## src/rtl/issue_scoreboard_if.sv

```systemverilog
`default_nettype none
// ============================================================================
// Module : issue_scoreboard_if
// Brief  : Decode / execute / writeback bundle for the issue scoreboard.
// Rev    : 1.0  initial release
// ============================================================================
interface issue_scoreboard_if #(
  parameter int CNT_W = 32
);
  logic             dec_valid;
  logic             dec_ready;
  logic [63:0]      dec_pc;
  logic [31:0]      dec_inst;
  logic [4:0]       dec_rs1;
  logic [4:0]       dec_rs2;
  logic             dec_use_rs1;
  logic             dec_use_rs2;
  logic [4:0]       dec_rd;
  logic             dec_wr_rd;
  logic             ex_valid;
  logic             ex_ready;
  logic [63:0]      ex_pc;
  logic [31:0]      ex_inst;
  logic [4:0]       ex_rd;
  logic             ex_wr_rd;
  logic             wb_valid;
  logic [4:0]       wb_rd;
  logic             flush;
  logic [31:0]      busy_vec;
  logic [3:0]       inflight;
  logic [CNT_W-1:0] stall_cnt;
  logic             err_wb_spurious;

  modport master (
    output dec_valid, dec_pc, dec_inst, dec_rs1, dec_rs2, dec_use_rs1,
           dec_use_rs2, dec_rd, dec_wr_rd, ex_ready, wb_valid, wb_rd, flush,
    input  dec_ready, ex_valid, ex_pc, ex_inst, ex_rd, ex_wr_rd, busy_vec,
           inflight, stall_cnt, err_wb_spurious
  );

  modport slave (
    input  dec_valid, dec_pc, dec_inst, dec_rs1, dec_rs2, dec_use_rs1,
           dec_use_rs2, dec_rd, dec_wr_rd, ex_ready, wb_valid, wb_rd, flush,
    output dec_ready, ex_valid, ex_pc, ex_inst, ex_rd, ex_wr_rd, busy_vec,
           inflight, stall_cnt, err_wb_spurious
  );
endinterface
`default_nettype wire

```

## src/rtl/issue_scoreboard.sv

```systemverilog
`default_nettype none
// ============================================================================
// Module : issue_scoreboard
// Brief  : One-slot decode-to-execute issue stage with a 32-entry busy table.
// Rev    : 1.0  initial release
// ============================================================================
module issue_scoreboard #(
  parameter int MAX_INFLIGHT = 4,
  parameter int CNT_W        = 32
) (
  input  wire logic        clk,
  input  wire logic        rst,
  issue_scoreboard_if.slave bus
);

  localparam logic [3:0]       c_max_inflight = 4'(MAX_INFLIGHT);
  localparam logic [CNT_W-1:0] c_cnt_one      = CNT_W'(1);

  logic             r_ex_valid;
  logic [63:0]      r_ex_pc;
  logic [31:0]      r_ex_inst;
  logic [4:0]       r_ex_rd;
  logic             r_ex_wr_rd;
  logic [31:0]      r_busy;
  logic [3:0]       r_inflight;
  logic [CNT_W-1:0] r_stall_cnt;
  logic             r_err_wb_spurious;

  logic        w_haz_rs1;
  logic        w_haz_rs2;
  logic        w_haz_waw;
  logic        w_haz_full;
  logic        w_hazard;
  logic        w_ready;
  logic        w_accept;
  logic        w_set;
  logic        w_clr;
  logic        w_spurious;
  logic        w_stall;
  logic [31:0] w_set_mask;
  logic [31:0] w_clr_mask;

  // Hazards look only at registered state; a same-cycle writeback is not bypassed.
  assign w_haz_rs1  = bus.dec_use_rs1 && (bus.dec_rs1 != 5'd0) && r_busy[bus.dec_rs1];
  assign w_haz_rs2  = bus.dec_use_rs2 && (bus.dec_rs2 != 5'd0) && r_busy[bus.dec_rs2];
  assign w_haz_waw  = bus.dec_wr_rd && (bus.dec_rd != 5'd0) && r_busy[bus.dec_rd];
  assign w_haz_full = bus.dec_wr_rd && (bus.dec_rd != 5'd0) && (r_inflight == c_max_inflight);
  assign w_hazard   = w_haz_rs1 | w_haz_rs2 | w_haz_waw | w_haz_full;

  assign w_ready  = ~rst & ~bus.flush & ~w_hazard & (~r_ex_valid | bus.ex_ready);
  assign w_accept = bus.dec_valid & w_ready;

  assign w_set      = w_accept && bus.dec_wr_rd && (bus.dec_rd != 5'd0);
  assign w_clr      = ~bus.flush && bus.wb_valid && (bus.wb_rd != 5'd0) && r_busy[bus.wb_rd];
  assign w_spurious = ~bus.flush && bus.wb_valid && (bus.wb_rd != 5'd0) && ~r_busy[bus.wb_rd];
  assign w_stall    = bus.dec_valid & ~w_ready & ~bus.flush;

  assign w_set_mask = w_set ? (32'd1 << bus.dec_rd) : 32'd0;
  assign w_clr_mask = w_clr ? (32'd1 << bus.wb_rd) : 32'd0;

  always_ff @(posedge clk or posedge rst) begin
    if (rst) begin
      r_ex_valid        <= 1'b0;
      r_ex_pc           <= 64'd0;
      r_ex_inst         <= 32'd0;
      r_ex_rd           <= 5'd0;
      r_ex_wr_rd        <= 1'b0;
      r_busy            <= 32'd0;
      r_inflight        <= 4'd0;
      r_stall_cnt       <= '0;
      r_err_wb_spurious <= 1'b0;
    end else begin
      if (w_stall && (r_stall_cnt != '1)) begin
        r_stall_cnt <= r_stall_cnt + c_cnt_one;
      end
      if (w_spurious) begin
        r_err_wb_spurious <= 1'b1;
      end

      if (bus.flush) begin
        r_ex_valid <= 1'b0;
        r_busy     <= 32'd0;
        r_inflight <= 4'd0;
      end else begin
        if (w_accept) begin
          r_ex_valid <= 1'b1;
          r_ex_pc    <= bus.dec_pc;
          r_ex_inst  <= bus.dec_inst;
          r_ex_rd    <= bus.dec_rd;
          r_ex_wr_rd <= bus.dec_wr_rd;
        end else if (bus.ex_ready) begin
          r_ex_valid <= 1'b0;
        end
        // Set and clear never target the same register: a busy rd blocks accept.
        r_busy     <= ((r_busy & ~w_clr_mask) | w_set_mask) & ~32'd1;
        r_inflight <= r_inflight + {3'd0, w_set} - {3'd0, w_clr};
      end
    end
  end

  assign bus.dec_ready       = w_ready;
  assign bus.ex_valid        = r_ex_valid;
  assign bus.ex_pc           = r_ex_pc;
  assign bus.ex_inst         = r_ex_inst;
  assign bus.ex_rd           = r_ex_rd;
  assign bus.ex_wr_rd        = r_ex_wr_rd;
  assign bus.busy_vec        = r_busy;
  assign bus.inflight        = r_inflight;
  assign bus.stall_cnt       = r_stall_cnt;
  assign bus.err_wb_spurious = r_err_wb_spurious;

endmodule
`default_nettype wire

```

## src/flat_wrapper.sv

```systemverilog
// flat-port wrapper written by rule: the top's interface ports become plain ports
module issue_scoreboard_flat 
#(
  parameter int MAX_INFLIGHT = 4,
  parameter int CNT_W        = 32
)
  (clk, rst, bus_dec_valid, bus_dec_pc, bus_dec_inst, bus_dec_rs1, bus_dec_rs2, bus_dec_use_rs1, bus_dec_use_rs2, bus_dec_rd, bus_dec_wr_rd, bus_ex_ready, bus_wb_valid, bus_wb_rd, bus_flush, bus_dec_ready, bus_ex_valid, bus_ex_pc, bus_ex_inst, bus_ex_rd, bus_ex_wr_rd, bus_busy_vec, bus_inflight, bus_stall_cnt, bus_err_wb_spurious);
  issue_scoreboard_if #(.CNT_W(CNT_W)) bus_i ();
  input  wire logic clk;
  input  wire logic rst;
  input wire logic [$bits(bus_i.dec_valid)-1:0] bus_dec_valid;
  input wire logic [$bits(bus_i.dec_pc)-1:0] bus_dec_pc;
  input wire logic [$bits(bus_i.dec_inst)-1:0] bus_dec_inst;
  input wire logic [$bits(bus_i.dec_rs1)-1:0] bus_dec_rs1;
  input wire logic [$bits(bus_i.dec_rs2)-1:0] bus_dec_rs2;
  input wire logic [$bits(bus_i.dec_use_rs1)-1:0] bus_dec_use_rs1;
  input wire logic [$bits(bus_i.dec_use_rs2)-1:0] bus_dec_use_rs2;
  input wire logic [$bits(bus_i.dec_rd)-1:0] bus_dec_rd;
  input wire logic [$bits(bus_i.dec_wr_rd)-1:0] bus_dec_wr_rd;
  input wire logic [$bits(bus_i.ex_ready)-1:0] bus_ex_ready;
  input wire logic [$bits(bus_i.wb_valid)-1:0] bus_wb_valid;
  input wire logic [$bits(bus_i.wb_rd)-1:0] bus_wb_rd;
  input wire logic [$bits(bus_i.flush)-1:0] bus_flush;
  output wire logic [$bits(bus_i.dec_ready)-1:0] bus_dec_ready;
  output wire logic [$bits(bus_i.ex_valid)-1:0] bus_ex_valid;
  output wire logic [$bits(bus_i.ex_pc)-1:0] bus_ex_pc;
  output wire logic [$bits(bus_i.ex_inst)-1:0] bus_ex_inst;
  output wire logic [$bits(bus_i.ex_rd)-1:0] bus_ex_rd;
  output wire logic [$bits(bus_i.ex_wr_rd)-1:0] bus_ex_wr_rd;
  output wire logic [$bits(bus_i.busy_vec)-1:0] bus_busy_vec;
  output wire logic [$bits(bus_i.inflight)-1:0] bus_inflight;
  output wire logic [$bits(bus_i.stall_cnt)-1:0] bus_stall_cnt;
  output wire logic [$bits(bus_i.err_wb_spurious)-1:0] bus_err_wb_spurious;
  assign bus_i.dec_valid = bus_dec_valid;
  assign bus_i.dec_pc = bus_dec_pc;
  assign bus_i.dec_inst = bus_dec_inst;
  assign bus_i.dec_rs1 = bus_dec_rs1;
  assign bus_i.dec_rs2 = bus_dec_rs2;
  assign bus_i.dec_use_rs1 = bus_dec_use_rs1;
  assign bus_i.dec_use_rs2 = bus_dec_use_rs2;
  assign bus_i.dec_rd = bus_dec_rd;
  assign bus_i.dec_wr_rd = bus_dec_wr_rd;
  assign bus_i.ex_ready = bus_ex_ready;
  assign bus_i.wb_valid = bus_wb_valid;
  assign bus_i.wb_rd = bus_wb_rd;
  assign bus_i.flush = bus_flush;
  assign bus_dec_ready = bus_i.dec_ready;
  assign bus_ex_valid = bus_i.ex_valid;
  assign bus_ex_pc = bus_i.ex_pc;
  assign bus_ex_inst = bus_i.ex_inst;
  assign bus_ex_rd = bus_i.ex_rd;
  assign bus_ex_wr_rd = bus_i.ex_wr_rd;
  assign bus_busy_vec = bus_i.busy_vec;
  assign bus_inflight = bus_i.inflight;
  assign bus_stall_cnt = bus_i.stall_cnt;
  assign bus_err_wb_spurious = bus_i.err_wb_spurious;
  issue_scoreboard #(.MAX_INFLIGHT(MAX_INFLIGHT), .CNT_W(CNT_W)) u_core (.clk(clk), .rst(rst), .bus(bus_i));
endmodule
```

## config.mk

```make
export PLATFORM = sky130hd
export DESIGN_NAME = issue_scoreboard_flat
export DESIGN_NICKNAME = d
export VERILOG_FILES = /design/src/rtl/issue_scoreboard_if.sv /design/src/rtl/issue_scoreboard.sv /design/src/flat_wrapper.sv
export SDC_FILE = /design/constraint.sdc
export NUM_CORES = 1
export LEC_CHECK = 0
export BUFFER_PORTS_ARGS = -buffer_cell sky130_fd_sc_hd__buf_2
export CAP_MARGIN = 30
export CORE_ASPECT_RATIO = 2
export CORE_UTILIZATION = 45
export CTS_CLUSTER_SIZE = 20
export DETAILED_ROUTE_END_ITERATION = 8
export PLACE_DENSITY_LB_ADDON = 0.1
export SLEW_MARGIN = 40
export SYNTH_ARGS = -nofsm -noshare
export SYNTH_HDL_FRONTEND = slang
export SYNTH_SLANG_ARGS = --single-unit
```

## constraint.sdc

```tcl
create_clock -name clk -period 4.3 [get_ports clk]
set_input_delay 0 -clock clk [delete_from_list [all_inputs] [get_ports clk]]
set_output_delay 0 -clock clk [all_outputs]
set_load 0.005 [all_outputs]
```

==> flow_summary.toml <==
[place]
dp.cells = 1144
dp_slack_ns = 1.10
dpl_cell_area_mm2 = 0.00999
gp_congestion = 0.964
port_buffers = 296
hpwl_um = 17700

[timing]
setup_violations = 0
fin_skew_ns = 0.00978
max_freq_ghz = 0.309
fin_crit_ns = 3.24
slew_headroom_pct = 51.1
maxSlewViolCount = 0
worst_pin_slew_ns = 0.727
setup_slack_ns = 1.06
hold_violations = 0
setup_tns_ns = 0
grt_setup_unrepaired = "no"
finalCritPeriodShare_pct = 75.3

[critical_path]
cp.required_ns = 4.63
crit_type = "reg -> reg"
critPathCaptureType = "flop"
arrival_ns = 3.57
critPathLaunchType = "flop"
crit_fanout = 52

[routing]
route.detailed.drc = 9
wirelength_um = 25000
vias = 7030
first_iter_violations = 368
post_drt_wl_per_cell_um = 19.6
via_per_inst = 5.50
ant_nets = 0
first_pass_iters = 9

[synthesis]
netlist_top_cells_count = "171 x dfrtp_1, 103 x mux2_2, 40 x nand2_1, 30 x nand3_1, 29 x nor2_1"
ys_ff_latch = 171
avgSynthCellArea_um2 = 12.6
synth_top_area_share_pct = 51.2
ys.flop_type = "dfrtp_1"
synth_edf_count = 0
syn-num-nets = 797
yosysMostFrequentCell = "dfrtp_1"
ys_seq_area_share_pct = 51.2
synth_top_area_cell = "dfrtp_1"
yosysWarnings = 0
synth_cell_types = 59
synthCells = 665
netlist_top_cells_area = "dfrtp_1 51%, mux2_2 14%, mux4_2 7.3%"
synth.cell_area_mm2 = 0.00836
synth-async-reset-ratio_pct = 100

[global_route]
track_usage_pct = 27.1
grt_pass1_wl_um = 39800
grt_max_degree = 91
grt_pass1_vias = 7491
overflow = 0
antenna_found_initial = 2

[floorplan]
rows = 70
die_area_mm2 = 0.0192
die_y_um = 195
coreArea_mm2 = 0.0182
ios = 298
fp.dieW_um = 98.4
start_util_pct = 45.9

[final_layout]
syn2layout_area_growth_pct = 38.7
design_area_mm2 = 0.0116
multi_input_area_mm2 = 0.00381
drive_above_1_share_pct = 45.9
final_nets = 1180
final_cells = 1279
fillCellCount = 1511
seqCellArea_mm2 = 0.00428

[cts]
cts_root_buf = "clkbuf_16"
cts.sinks = 171
cts_buffers = 17
tritoncts = "done"
max-clock-path-buffers = 2
cts-resized-gates = 0
clk_pin_slew_ns = 0.07
clk_latency_ns = 0.43
ctsHtreeMaxLevel = 4

[power_and_ir_drop]
leakagePower_nw = 5.48
pwr-share-clk_pct = 32.7
p_switching_mw = 1.33
netSwitchingFraction_pct = 27.9
ir_drop_v = 0.000282
powerDensity_mw_per_mm2 = 411
power_frac_comb_pct = 22.3
internal-power_mw = 3.44
seqPwrFrac_pct = 45.0

[status]
status = "finished with violations"
violations = "design-rule violations"

[min_path]
hold_class = "in -> reg"

[run]
max_cap_violations = 0
metal layers:
metal,vias up,GRT usage [%],wire (µm)
met5,-,0,0
met4,0,14.5,1030
met2,303,50.3,13900
met1,3477,28.3,8610
li1,3184,-,-
met3,66,5.43,1480
timing repair:
| action | CTS | global route |
|---|---|---|
| hold buffers | 101 | 0 |
| endpoints found under the hold margin | 193 | 0 |
| setup buffers | 0 | 0 |
power groups by stage:
stage | clock network (mW) | registers [mW] | logic [mW]
2_1_floorplan | 0 | 2.19 | 0.455
3_3_place_gp | 0 | 2.16 | 0.977
3_5_place_dp | 0 | 2.17 | 0.999
4_1_cts | 1.60 | 2.14 | 1.07
5_1_grt | 1.65 | 2.19 | 1.16
6_report | 1.56 | 2.15 | 1.07
cell type report:
type	count	area share [%]
Inverter	18	0.615
Antenna cell	2	0.0432
Tap cell	216	2.33
Sequential cell	171	36.9
Multi-Input combinational cell	436	32.8
Clock inverter	12	1.19
Timing Repair Buffer	404	22.2
Clock buffer	20	3.85
cells by family after synthesis:
logic type               share of synthesized area (%)
AO/OA/AOI/OAI                                     5.94
buffers and inverters                             3.34
AND/OR/NAND/NOR                                   11.6
adder cells (fa/ha/maj)                           1.14
flip-flops                                        51.2
other                                           0.0449
XOR/XNOR                                          3.46
multiplexers                                      23.3
placed cells by master, fill, tap and decap left out, types with 3 or more instances in the layout:
master | netlist | routed
nor2_1 | 29 | 28
mux4_2 | 27 | 27
buf_4 | 7 | 5
o211ai_1 | 23 | 23
mux2i_1 | 17 | 17
inv_1 | 17 | 16
o311ai_0 | 3 | 3
dlygate4sd3_1 | 0 | 101
clkbuf_16 | 0 | 17
xnor2_1 | 7 | 7
nand2b_1 | 7 | 7
nor2b_1 | 9 | 9
nor3_2 | 14 | 14
nand2_1 | 40 | 40
mux2_2 | 103 | 103
clkinv_2 | 0 | 3
nor3_1 | 4 | 4
ha_1 | 6 | 5
o21ai_1 | 14 | 14
and4_1 | 3 | 3
dfrtp_1 | 171 | 171
nand3_1 | 30 | 30
nor4_1 | 3 | 3
nand4_1 | 7 | 7
o21ai_0 | 20 | 20
xor2_1 | 26 | 26
buf_2 | 10 | 296
inv_6 | 0 | 4
a21oi_1 | 3 | 3
and3_1 | 5 | 5
through the flow:
step | power [mW] | util (%) | hold WS (ns)
finish | 4.77 | 63.6 | 0.0407
global route | 5.00 | 63.6 | 0.0335
CTS | 4.81 | 63.6 | 0.00176
detailed placement | 3.17 | 54.9 | 0.222
global placement | 3.13 | 54.7 | 0.231
floorplan | 2.64 | - | 0.150
final timing paths:
path | from | end | slack, ns | cells after the start
max in group asynchronous | rst | u_core.bus.ex_inst[19] | 3.18 | 5
worst max register to register | u_core.bus.busy_vec[16] | u_core.bus.busy_vec[12] | 1.06 | 9
worst min-delay path | bus_dec_rd[2] | u_core.bus.ex_rd[2] | 0.04 | 2
min in group asynchronous | rst | u_core.bus.stall_cnt[31] | 0.33 | 4
worst max-delay path | u_core.bus.busy_vec[16] | u_core.bus.busy_vec[12] | 1.06 | 9
worst min register to register | u_core.bus.stall_cnt[22] | u_core.bus.stall_cnt[22] | 0.48 | 1
flip-flops by register name, indices dropped and copies added, names as in the netlist:
signal,flops
u_core.bus.busy_vec,31
u_core.bus.err_wb_spurious,1
u_core.bus.ex_inst,32
u_core.bus.ex_pc,64
u_core.bus.ex_rd,5
u_core.bus.ex_valid,1
u_core.bus.ex_wr_rd,1
u_core.bus.inflight,4
u_core.bus.stall_cnt,32
critical path, cell delays in order, from the launching register on:
cell and delay, ns:
dfrtp_1 0.49, mux4_2 0.48, mux2i_1 0.27, nor3_1 0.09, nor4_1 0.38, nand4_1 0.22, buf_4 0.37, nor2_2 0.31
nand2_1 0.24, o21ai_0 0.26
Note: power is estimated with default switching activity, not from simulation.
